`config.mk`:
```
export PLATFORM = sky130hd
export DESIGN_NAME = uart_tx_sequencer
export DESIGN_NICKNAME = d
export VERILOG_FILES = /design/src/rtl/uart_tx_sequencer.sv
export SDC_FILE = /design/constraint.sdc
export NUM_CORES = 1
export LEC_CHECK = 0
export ABC_AREA = 0
export BUFFER_PORTS_ARGS = -buffer_cell sky130_fd_sc_hd__buf_2
export CAP_MARGIN = 20
export CORE_UTILIZATION = 45
export CTS_CLUSTER_DIAMETER = 120
export DETAILED_ROUTE_END_ITERATION = 6
export PLACE_DENSITY_LB_ADDON = 0.2
export SETUP_SLACK_MARGIN = 0.02
export SLEW_MARGIN = 20
export SYNTH_ARGS = -nofsm -noshare
export SYNTH_HDL_FRONTEND = slang
export SYNTH_SLANG_ARGS = --single-unit
export TNS_END_PERCENT = 10
```
`constraint.sdc`:
```
create_clock -name sys_clk -period 4.5 [get_ports sys_clk]
set_clock_uncertainty 0.15 [all_clocks]
set_input_delay 0.45 -clock sys_clk [delete_from_list [all_inputs] [get_ports sys_clk]]
set_output_delay 0.45 -clock sys_clk [all_outputs]
set_load 0.01 [all_outputs]
```
`src/rtl/uart_tx_sequencer.sv`:
```
// APB master that initialises a 16550-style UART and then streams bytes from two
// round-robin requesters into THR, polling LSR.THRE before every write.
module uart_tx_sequencer #(
    parameter logic [39:0] BASE_ADDR     = 40'h0,
    parameter logic [15:0] RESET_DIVISOR = 16'd27,
    parameter logic [15:0] POLL_MAX      = 16'd4095
) (
    input  logic        sys_clk,
    input  logic        rst_b,
    output logic [39:0] apb_uart_paddr,
    output logic        apb_uart_psel,
    output logic        apb_uart_penable,
    output logic        apb_uart_pwrite,
    output logic [31:0] apb_uart_pwdata,
    input  logic [31:0] uart_apb_prdata,
    input  logic [15:0] cfg_divisor,
    input  logic        cfg_update,
    input  logic        req0,
    input  logic        req1,
    input  logic [7:0]  data0,
    input  logic [7:0]  data1,
    output logic        ack0,
    output logic        ack1,
    output logic        drop,
    output logic        err_sticky,
    output logic        init_done
);

    typedef enum logic [2:0] {
        S_INIT_LCR1 = 3'd0,
        S_INIT_DLL  = 3'd1,
        S_INIT_DLH  = 3'd2,
        S_INIT_LCR2 = 3'd3,
        S_INIT_IER  = 3'd4,
        S_IDLE      = 3'd5,
        S_POLL      = 3'd6,
        S_WR_THR    = 3'd7
    } state_t;

    localparam logic [39:0] OFF_THR = 40'h00;
    localparam logic [39:0] OFF_DLH = 40'h04;
    localparam logic [39:0] OFF_LCR = 40'h0C;
    localparam logic [39:0] OFF_LSR = 40'h14;

    state_t      r_state, w_state_nxt;
    logic        r_psel, w_psel_nxt;
    logic        r_penable, w_penable_nxt;
    logic        r_pwrite, w_pwrite_nxt;
    logic [39:0] r_paddr, w_paddr_nxt;
    logic [7:0]  r_pwdata, w_pwdata_nxt;
    logic        r_ack0, w_ack0_nxt;
    logic        r_ack1, w_ack1_nxt;
    logic        r_drop, w_drop_nxt;
    logic        r_err, w_err_nxt;
    logic        r_init_done, w_init_done_nxt;
    logic        r_last, w_last_nxt;
    logic        r_gnt, w_gnt_nxt;
    logic [7:0]  r_byte, w_byte_nxt;
    logic [15:0] r_div, w_div_nxt;
    logic [15:0] r_poll_cnt, w_poll_nxt;
    logic        r_cfg_pend;
    logic [15:0] r_cfg_div;
    logic        w_cfg_take;
    logic        w_launch;
    logic        w_setup;
    logic        w_acc_done;
    logic        w_req0_m;
    logic        w_req1_m;
    logic [16:0] w_poll_inc;
    logic        w_unused_prdata;

    assign w_setup    = r_psel & ~r_penable;
    assign w_acc_done = r_psel & r_penable;
    // A requester whose ack is on the wire this cycle has not yet seen it; don't re-grant it.
    assign w_req0_m   = req0 & ~r_ack0;
    assign w_req1_m   = req1 & ~r_ack1;
    assign w_poll_inc = {1'b0, r_poll_cnt} + 17'd1;
    assign w_unused_prdata = ^{uart_apb_prdata[31:6], uart_apb_prdata[4:0]};

    // Next-state, bus launch and handshake decode
    always_comb begin
        w_state_nxt     = r_state;
        w_psel_nxt      = r_psel;
        w_penable_nxt   = r_penable;
        w_pwrite_nxt    = r_pwrite;
        w_paddr_nxt     = r_paddr;
        w_pwdata_nxt    = r_pwdata;
        w_ack0_nxt      = 1'b0;
        w_ack1_nxt      = 1'b0;
        w_drop_nxt      = 1'b0;
        w_err_nxt       = r_err;
        w_init_done_nxt = r_init_done;
        w_last_nxt      = r_last;
        w_gnt_nxt       = r_gnt;
        w_byte_nxt      = r_byte;
        w_div_nxt       = r_div;
        w_poll_nxt      = r_poll_cnt;
        w_cfg_take      = 1'b0;
        w_launch        = 1'b0;

        case (r_state)
            S_IDLE: begin
                if (r_cfg_pend) begin
                    w_cfg_take      = 1'b1;
                    w_div_nxt       = r_cfg_div;
                    w_init_done_nxt = 1'b0;
                    w_state_nxt     = S_INIT_LCR1;
                    w_launch        = 1'b1;
                end else if (w_req0_m || w_req1_m) begin
                    if (w_req0_m && w_req1_m) begin
                        w_gnt_nxt = ~r_last;
                    end else begin
                        w_gnt_nxt = w_req1_m;
                    end
                    w_byte_nxt  = w_gnt_nxt ? data1 : data0;
                    w_last_nxt  = w_gnt_nxt;
                    w_state_nxt = S_POLL;
                    w_launch    = 1'b1;
                end else begin
                    w_launch = 1'b0;
                end
            end
            S_POLL: begin
                if (w_acc_done) begin
                    w_launch = 1'b1;
                    if (uart_apb_prdata[5]) begin
                        w_state_nxt = S_WR_THR;
                    end else if (w_poll_inc >= {1'b0, POLL_MAX}) begin
                        w_ack0_nxt  = ~r_gnt;
                        w_ack1_nxt  = r_gnt;
                        w_drop_nxt  = 1'b1;
                        w_err_nxt   = 1'b1;
                        w_poll_nxt  = 16'd0;
                        w_state_nxt = S_IDLE;
                    end else begin
                        w_poll_nxt = w_poll_inc[15:0];
                    end
                end else if (!r_psel) begin
                    w_launch = 1'b1;
                end else begin
                    w_launch = 1'b0;
                end
            end
            S_WR_THR: begin
                if (w_acc_done) begin
                    w_poll_nxt  = 16'd0;
                    w_state_nxt = S_IDLE;
                    w_launch    = 1'b1;
                end else if (w_setup) begin
                    w_ack0_nxt = ~r_gnt;
                    w_ack1_nxt = r_gnt;
                end else begin
                    w_launch = 1'b1;
                end
            end
            S_INIT_LCR1, S_INIT_DLL, S_INIT_DLH, S_INIT_LCR2, S_INIT_IER: begin
                if (w_acc_done) begin
                    w_launch = 1'b1;
                    case (r_state)
                        S_INIT_LCR1: w_state_nxt = S_INIT_DLL;
                        S_INIT_DLL:  w_state_nxt = S_INIT_DLH;
                        S_INIT_DLH:  w_state_nxt = S_INIT_LCR2;
                        S_INIT_LCR2: w_state_nxt = S_INIT_IER;
                        default: begin
                            w_state_nxt     = S_IDLE;
                            w_init_done_nxt = 1'b1;
                        end
                    endcase
                end else if (!r_psel) begin
                    w_launch = 1'b1;
                end else begin
                    w_launch = 1'b0;
                end
            end
            default: begin
                w_state_nxt = S_INIT_LCR1;
                w_launch    = 1'b1;
            end
        endcase

        // A launch puts the setup phase of the next state's access on the bus.
        if (w_launch) begin
            w_psel_nxt    = 1'b1;
            w_penable_nxt = 1'b0;
            w_pwrite_nxt  = 1'b1;
            case (w_state_nxt)
                S_INIT_LCR1: begin w_paddr_nxt = BASE_ADDR + OFF_LCR; w_pwdata_nxt = 8'h83; end
                S_INIT_DLL:  begin w_paddr_nxt = BASE_ADDR + OFF_THR; w_pwdata_nxt = w_div_nxt[7:0]; end
                S_INIT_DLH:  begin w_paddr_nxt = BASE_ADDR + OFF_DLH; w_pwdata_nxt = w_div_nxt[15:8]; end
                S_INIT_LCR2: begin w_paddr_nxt = BASE_ADDR + OFF_LCR; w_pwdata_nxt = 8'h03; end
                S_INIT_IER:  begin w_paddr_nxt = BASE_ADDR + OFF_DLH; w_pwdata_nxt = 8'h00; end
                S_WR_THR:    begin w_paddr_nxt = BASE_ADDR + OFF_THR; w_pwdata_nxt = w_byte_nxt; end
                S_POLL: begin
                    w_paddr_nxt  = BASE_ADDR + OFF_LSR;
                    w_pwdata_nxt = 8'h00;
                    w_pwrite_nxt = 1'b0;
                end
                default: begin
                    w_psel_nxt    = 1'b0;
                    w_penable_nxt = 1'b0;
                    w_pwrite_nxt  = 1'b0;
                end
            endcase
        end else if (w_setup) begin
            w_penable_nxt = 1'b1;
        end else begin
            w_psel_nxt    = r_psel;
            w_penable_nxt = r_penable;
        end
    end

    // State, bus and handshake registers
    always_ff @(posedge sys_clk or negedge rst_b) begin
        if (!rst_b) begin
            r_state     <= S_INIT_LCR1;
            r_psel      <= 1'b0;
            r_penable   <= 1'b0;
            r_pwrite    <= 1'b0;
            r_paddr     <= 40'h0;
            r_pwdata    <= 8'h00;
            r_ack0      <= 1'b0;
            r_ack1      <= 1'b0;
            r_drop      <= 1'b0;
            r_err       <= 1'b0;
            r_init_done <= 1'b0;
            r_last      <= 1'b1;
            r_gnt       <= 1'b0;
            r_byte      <= 8'h00;
            r_div       <= RESET_DIVISOR;
            r_poll_cnt  <= 16'd0;
        end else begin
            r_state     <= w_state_nxt;
            r_psel      <= w_psel_nxt;
            r_penable   <= w_penable_nxt;
            r_pwrite    <= w_pwrite_nxt;
            r_paddr     <= w_paddr_nxt;
            r_pwdata    <= w_pwdata_nxt;
            r_ack0      <= w_ack0_nxt;
            r_ack1      <= w_ack1_nxt;
            r_drop      <= w_drop_nxt;
            r_err       <= w_err_nxt;
            r_init_done <= w_init_done_nxt;
            r_last      <= w_last_nxt;
            r_gnt       <= w_gnt_nxt;
            r_byte      <= w_byte_nxt;
            r_div       <= w_div_nxt;
            r_poll_cnt  <= w_poll_nxt;
        end
    end

    // Pending reprogram request; a pulse in the take cycle keeps it pending with the new divisor
    always_ff @(posedge sys_clk or negedge rst_b) begin
        if (!rst_b) begin
            r_cfg_pend <= 1'b0;
            r_cfg_div  <= RESET_DIVISOR;
        end else if (cfg_update) begin
            r_cfg_pend <= 1'b1;
            r_cfg_div  <= cfg_divisor;
        end else if (w_cfg_take) begin
            r_cfg_pend <= 1'b0;
        end else begin
            r_cfg_pend <= r_cfg_pend;
        end
    end

    assign apb_uart_paddr   = r_paddr;
    assign apb_uart_psel    = r_psel;
    assign apb_uart_penable = r_penable;
    assign apb_uart_pwrite  = r_pwrite;
    assign apb_uart_pwdata  = {24'h0, r_pwdata};
    assign ack0             = r_ack0;
    assign ack1             = r_ack1;
    assign drop             = r_drop;
    assign err_sticky       = r_err;
    assign init_done        = r_init_done;

endmodule

```
==> results by group <==
Power
  • Power Density: 517.7 nW/um^2
  • Total chip power: about 2.5 mW
  • Sw Ratio: 0.3911
  • Flop pwr share: 0.416
  • Static Leak: roughly 2.2 nW
  • Clock share of power: 0.199
  • Peak supply drop: 0.0002352 V
  • Switching Power: about 0.98 mW
  • Combinational Power Share: 0.386
  • Int Power: 1.531 mW

STA
  • RSZ-0062 raised after global routing: no
  • Setup slack after layout: 1207 ps
  • Period Utilization, post-route: 0.7318
  • Worst Tran Pin Value: 1020 ps
  • Hold WS: -49.39 ps
  • Final hold vios: 22
  • Final Max Slew Viols: 0
  • Setup TNS: 0 ps
  • Final Critical Period: 3293 ps
  • Endpoints failing setup: 0
  • Slew headroom: 0.3167
  • Fmax: 303.7 MHz

Worst setup path
  • FF-to-FF Start: r_poll_cnt[0]$_DFFE_PN0P_
  • Startpoint Class: register
  • Cell count of the worst reg-to-reg path: 8
  • CP Max Fanout: 14
  • Setup CP Type: reg2reg
  • Critical Path RT: 4580 ps
  • Crit. Startpoint: r_poll_cnt[0]$_DFFE_PN0P_
  • CP Capture Type: register
  • Worst-case register-to-register setup slack: 1210 ps
  • Worst Path Arrival: 3370 ps
  • Worst R2R End: apb_uart_paddr[3]$_DFFE_PN0P_

Floorplanning
  • # rows: 36
  • DIE WIDTH: 102.4 um
  • Chip Height: 102.4 um
  • Core box area: 9774 um^2
  • Die area: 10,490 um^2
  • Starting density of the core: 0.4643
  • I/O Pins: around 150

Placed design
  • Placed Area: 4672 um^2
  • IO Port Bufs: between 50 and 60
  • # placed instances: 613
  • Setup WS pre-CTS: roughly 1200 ps
  • Dpl hpwl: 6232 um
  • GPL Wtd Cong: 0.7582

Global routing
  • Total Routing Usage GR: 0.1848
  • Total gr overflow: 0
  • Number of global-route vias before repair: 2,928
  • Pin count of the biggest net entering global routing: 82
  • First-pass GRT wire length: 14,680 um
  • Initial antenna violation count: 0

Clock network
  • Num Clock Sinks: 81
  • H-tree levels: 3
  • Hold buffer count at CTS: 0
  • Resize count post-CTS: 0
  • TritonCTS clock tree: done
  • TritonCTS buffer count: 9
  • Clk_lat worst skew: 350 ps
  • Clock buffer depth: 2
  • Clock Root Buffer: clkbuf_8
  • Clock slew seen by the registers of the worst setup and hold paths: 80 ps
  • Setup Buffers After CTS: 0

Cells and area
  • Antenna cells: 0
  • Finished Cell Area: 4858 um^2
  • Final std cells w/o fill: 629
  • Nets: 562
  • Share of layout cells above drive strength 1: 0.2621
  • Fin util: 0.4971
  • Area Overhead vs Synth: 7.058%

Detailed routing
  • Remaining DRCs: 0
  • WL/cell: about 14 um
  • Drt first pass iters: 4
  • Final ANT Viol Nets: 0
  • DR vias/cell: between 5 and 6
  • Routed WL: between 9000 and 10,000 um
  • DR vias: roughly 3,300
  • Number of DRC markers in iteration 0: 171

Outcome
  • Outcome: finished with violations
  • Failing checks: hold timing

Yosys
  • Sequential area share after synthesis: 0.4491
  • Syn Area/Cell: 10.29 um^2
  • Number of synthesized register bits: slightly above 80
  • Post-Syn Instances: 441
  • Asr flop ratio synth: 1.000
  • Netlist cell types: 68
  • Post-Syn Area: 4538 um^2
  • Most used DFF post-synth: dfrtp_1
  • Number of synthesized flops with an enable pin: 0
  • Synth warnings: 0

Worst hold path
  • Hold Crit Class: in2async

Flow run
  • Max-capacitance violation count: 0
power by group through the flow:
| stage | combinational [mW] | sequential (mW) | clock, mW |
|---|---|---|---|
| CTS | 0.972 | 1.05 | 0.513 |
| finish | 0.970 | 1.05 | 0.499 |
| global placement | 0.941 | 1.05 | 0 |
| detailed placement | 0.967 | 1.06 | 0 |
| global route | 1.08 | 1.07 | 0.548 |
| floorplan | 0.776 | 1.03 | 0 |
worst max-delay path, cell delays in order, from the launching register on:
cell      delay, ps
dfrtp_1         520
ha_1            300
nand3_2         240
nor4_1          450
xnor2_1         210
o211ai_4        180
o41ai_4         640
xnor2_1         190
a32o_1          300
cell usage after synthesis (3+ instances only):
library cell / n / area share
and2_1: 4 / 0.0055
nand3_1: 6 / 0.0066
nor4_1: 4 / 0.0055
dfstp_2: 9 / 0.052
xnor2_1: 5 / 0.0096
o21ai_0: 26 / 0.029
mux2i_1: 9 / 0.020
o31ai_1: 5 / 0.0083
or3_1: 3 / 0.0041
clkbuf_1: 8 / 0.0066
nand4_1: 4 / 0.0055
inv_1: 9 / 0.0074
nor3_1: 4 / 0.0044
nand2_1: 33 / 0.027
a31oi_1: 10 / 0.014
buf_2: 5 / 0.0055
buf_4: 62 / 0.10
and3_1: 8 / 0.011
a221o_1: 5 / 0.011
nor2_1: 28 / 0.023
a21oi_1: 19 / 0.021
o22ai_1: 3 / 0.0041
mux2_2: 32 / 0.079
nand2b_1: 6 / 0.0083
buf_6: 3 / 0.0074
dfrtp_1: 72 / 0.40
nor2b_1: 10 / 0.014
layer usage:
metal,track usage,wire [um],part of all wire
met5,0,0,0
met4,0.07912,165,0.018
met3,0.03010,372,0.041
met2,0.2749,4011,0.45
met1,0.2659,4458,0.49
worst max path at each step:
stage | to | cells past startpoint
final | apb_uart_paddr[3]$_DFFE_PN0P_ | 8
after global routing | apb_uart_paddr[3]$_DFFE_PN0P_ | 8
after CTS | apb_uart_paddr[3]$_DFFE_PN0P_ | 8
after detailed placement | apb_uart_paddr[3]$_DFFE_PN0P_ | 8
after global placement | apb_uart_paddr[3]$_DFFE_PN0P_ | 8
after floorplan | r_pwdata[2]$_DFFE_PN0P_ | 9
state kept, by name (all words and copies together), names as in the netlist, 3 cells and up:
| signal | cells |
|---|---|
| r_state | 3 |
| apb_uart_paddr | 3 |
| r_poll_cnt | 16 |
| r_byte | 8 |
| r_pwdata | 8 |
| r_div | 16 |
| r_cfg_div | 16 |
cell type report:
type                            count  area, um^2
Inverter                           10       40.04
Multi-Input combinational cell    330        2122
Sequential cell                    81        2038
Tap cell                          133       166.4
Timing Repair Buffer               59       309.0
Fill cell                         906        4916
Clock buffer                       13       158.9
Clock inverter                      3       23.77
cell families after synthesis:
| logic type | count (synthesis) | synth area share |
|---|---|---|
| other | 1 | 0.0008263 |
| AND/OR/NAND/NOR | 125 | 0.1505 |
| XOR/XNOR | 5 | 0.009649 |
| buffers and inverters | 90 | 0.1329 |
| flip-flops | 81 | 0.4491 |
| AO/OA/AOI/OAI | 96 | 0.1522 |
| multiplexers | 41 | 0.09926 |
| adder cells (fa/ha/maj) | 2 | 0.005513 |
cells in the final DEF (no fill, tap or decap), types with 2 or more instances in the layout:
master and count:
mux2i_1 9, a21oi_1 19, ha_1 2, o21a_1 2, o22ai_1 3, o211ai_1 2
o31ai_1 5, a31oi_1 10, mux2_2 32, and2_1 4, dfrtp_1 72, a221o_1 5
inv_1 9, clkinvlp_4 2, nand3b_1 2, nor2_1 28, buf_2 55, nand3_1 6
o21ai_0 26, clkbuf_8 11, clkbuf_1 2, o21bai_1 2, nand2_1 33, conb_1 61
nand4_1 4, nand2b_1 6, and3_1 8, xnor2_1 5, o41ai_1 2, nor2b_1 10
buf_4 3, nand4b_1 2, nor3_1 4, or3_1 3, nor4_1 4, a32oi_1 2
dfstp_2 9
(Power assumes the default switching activity.)
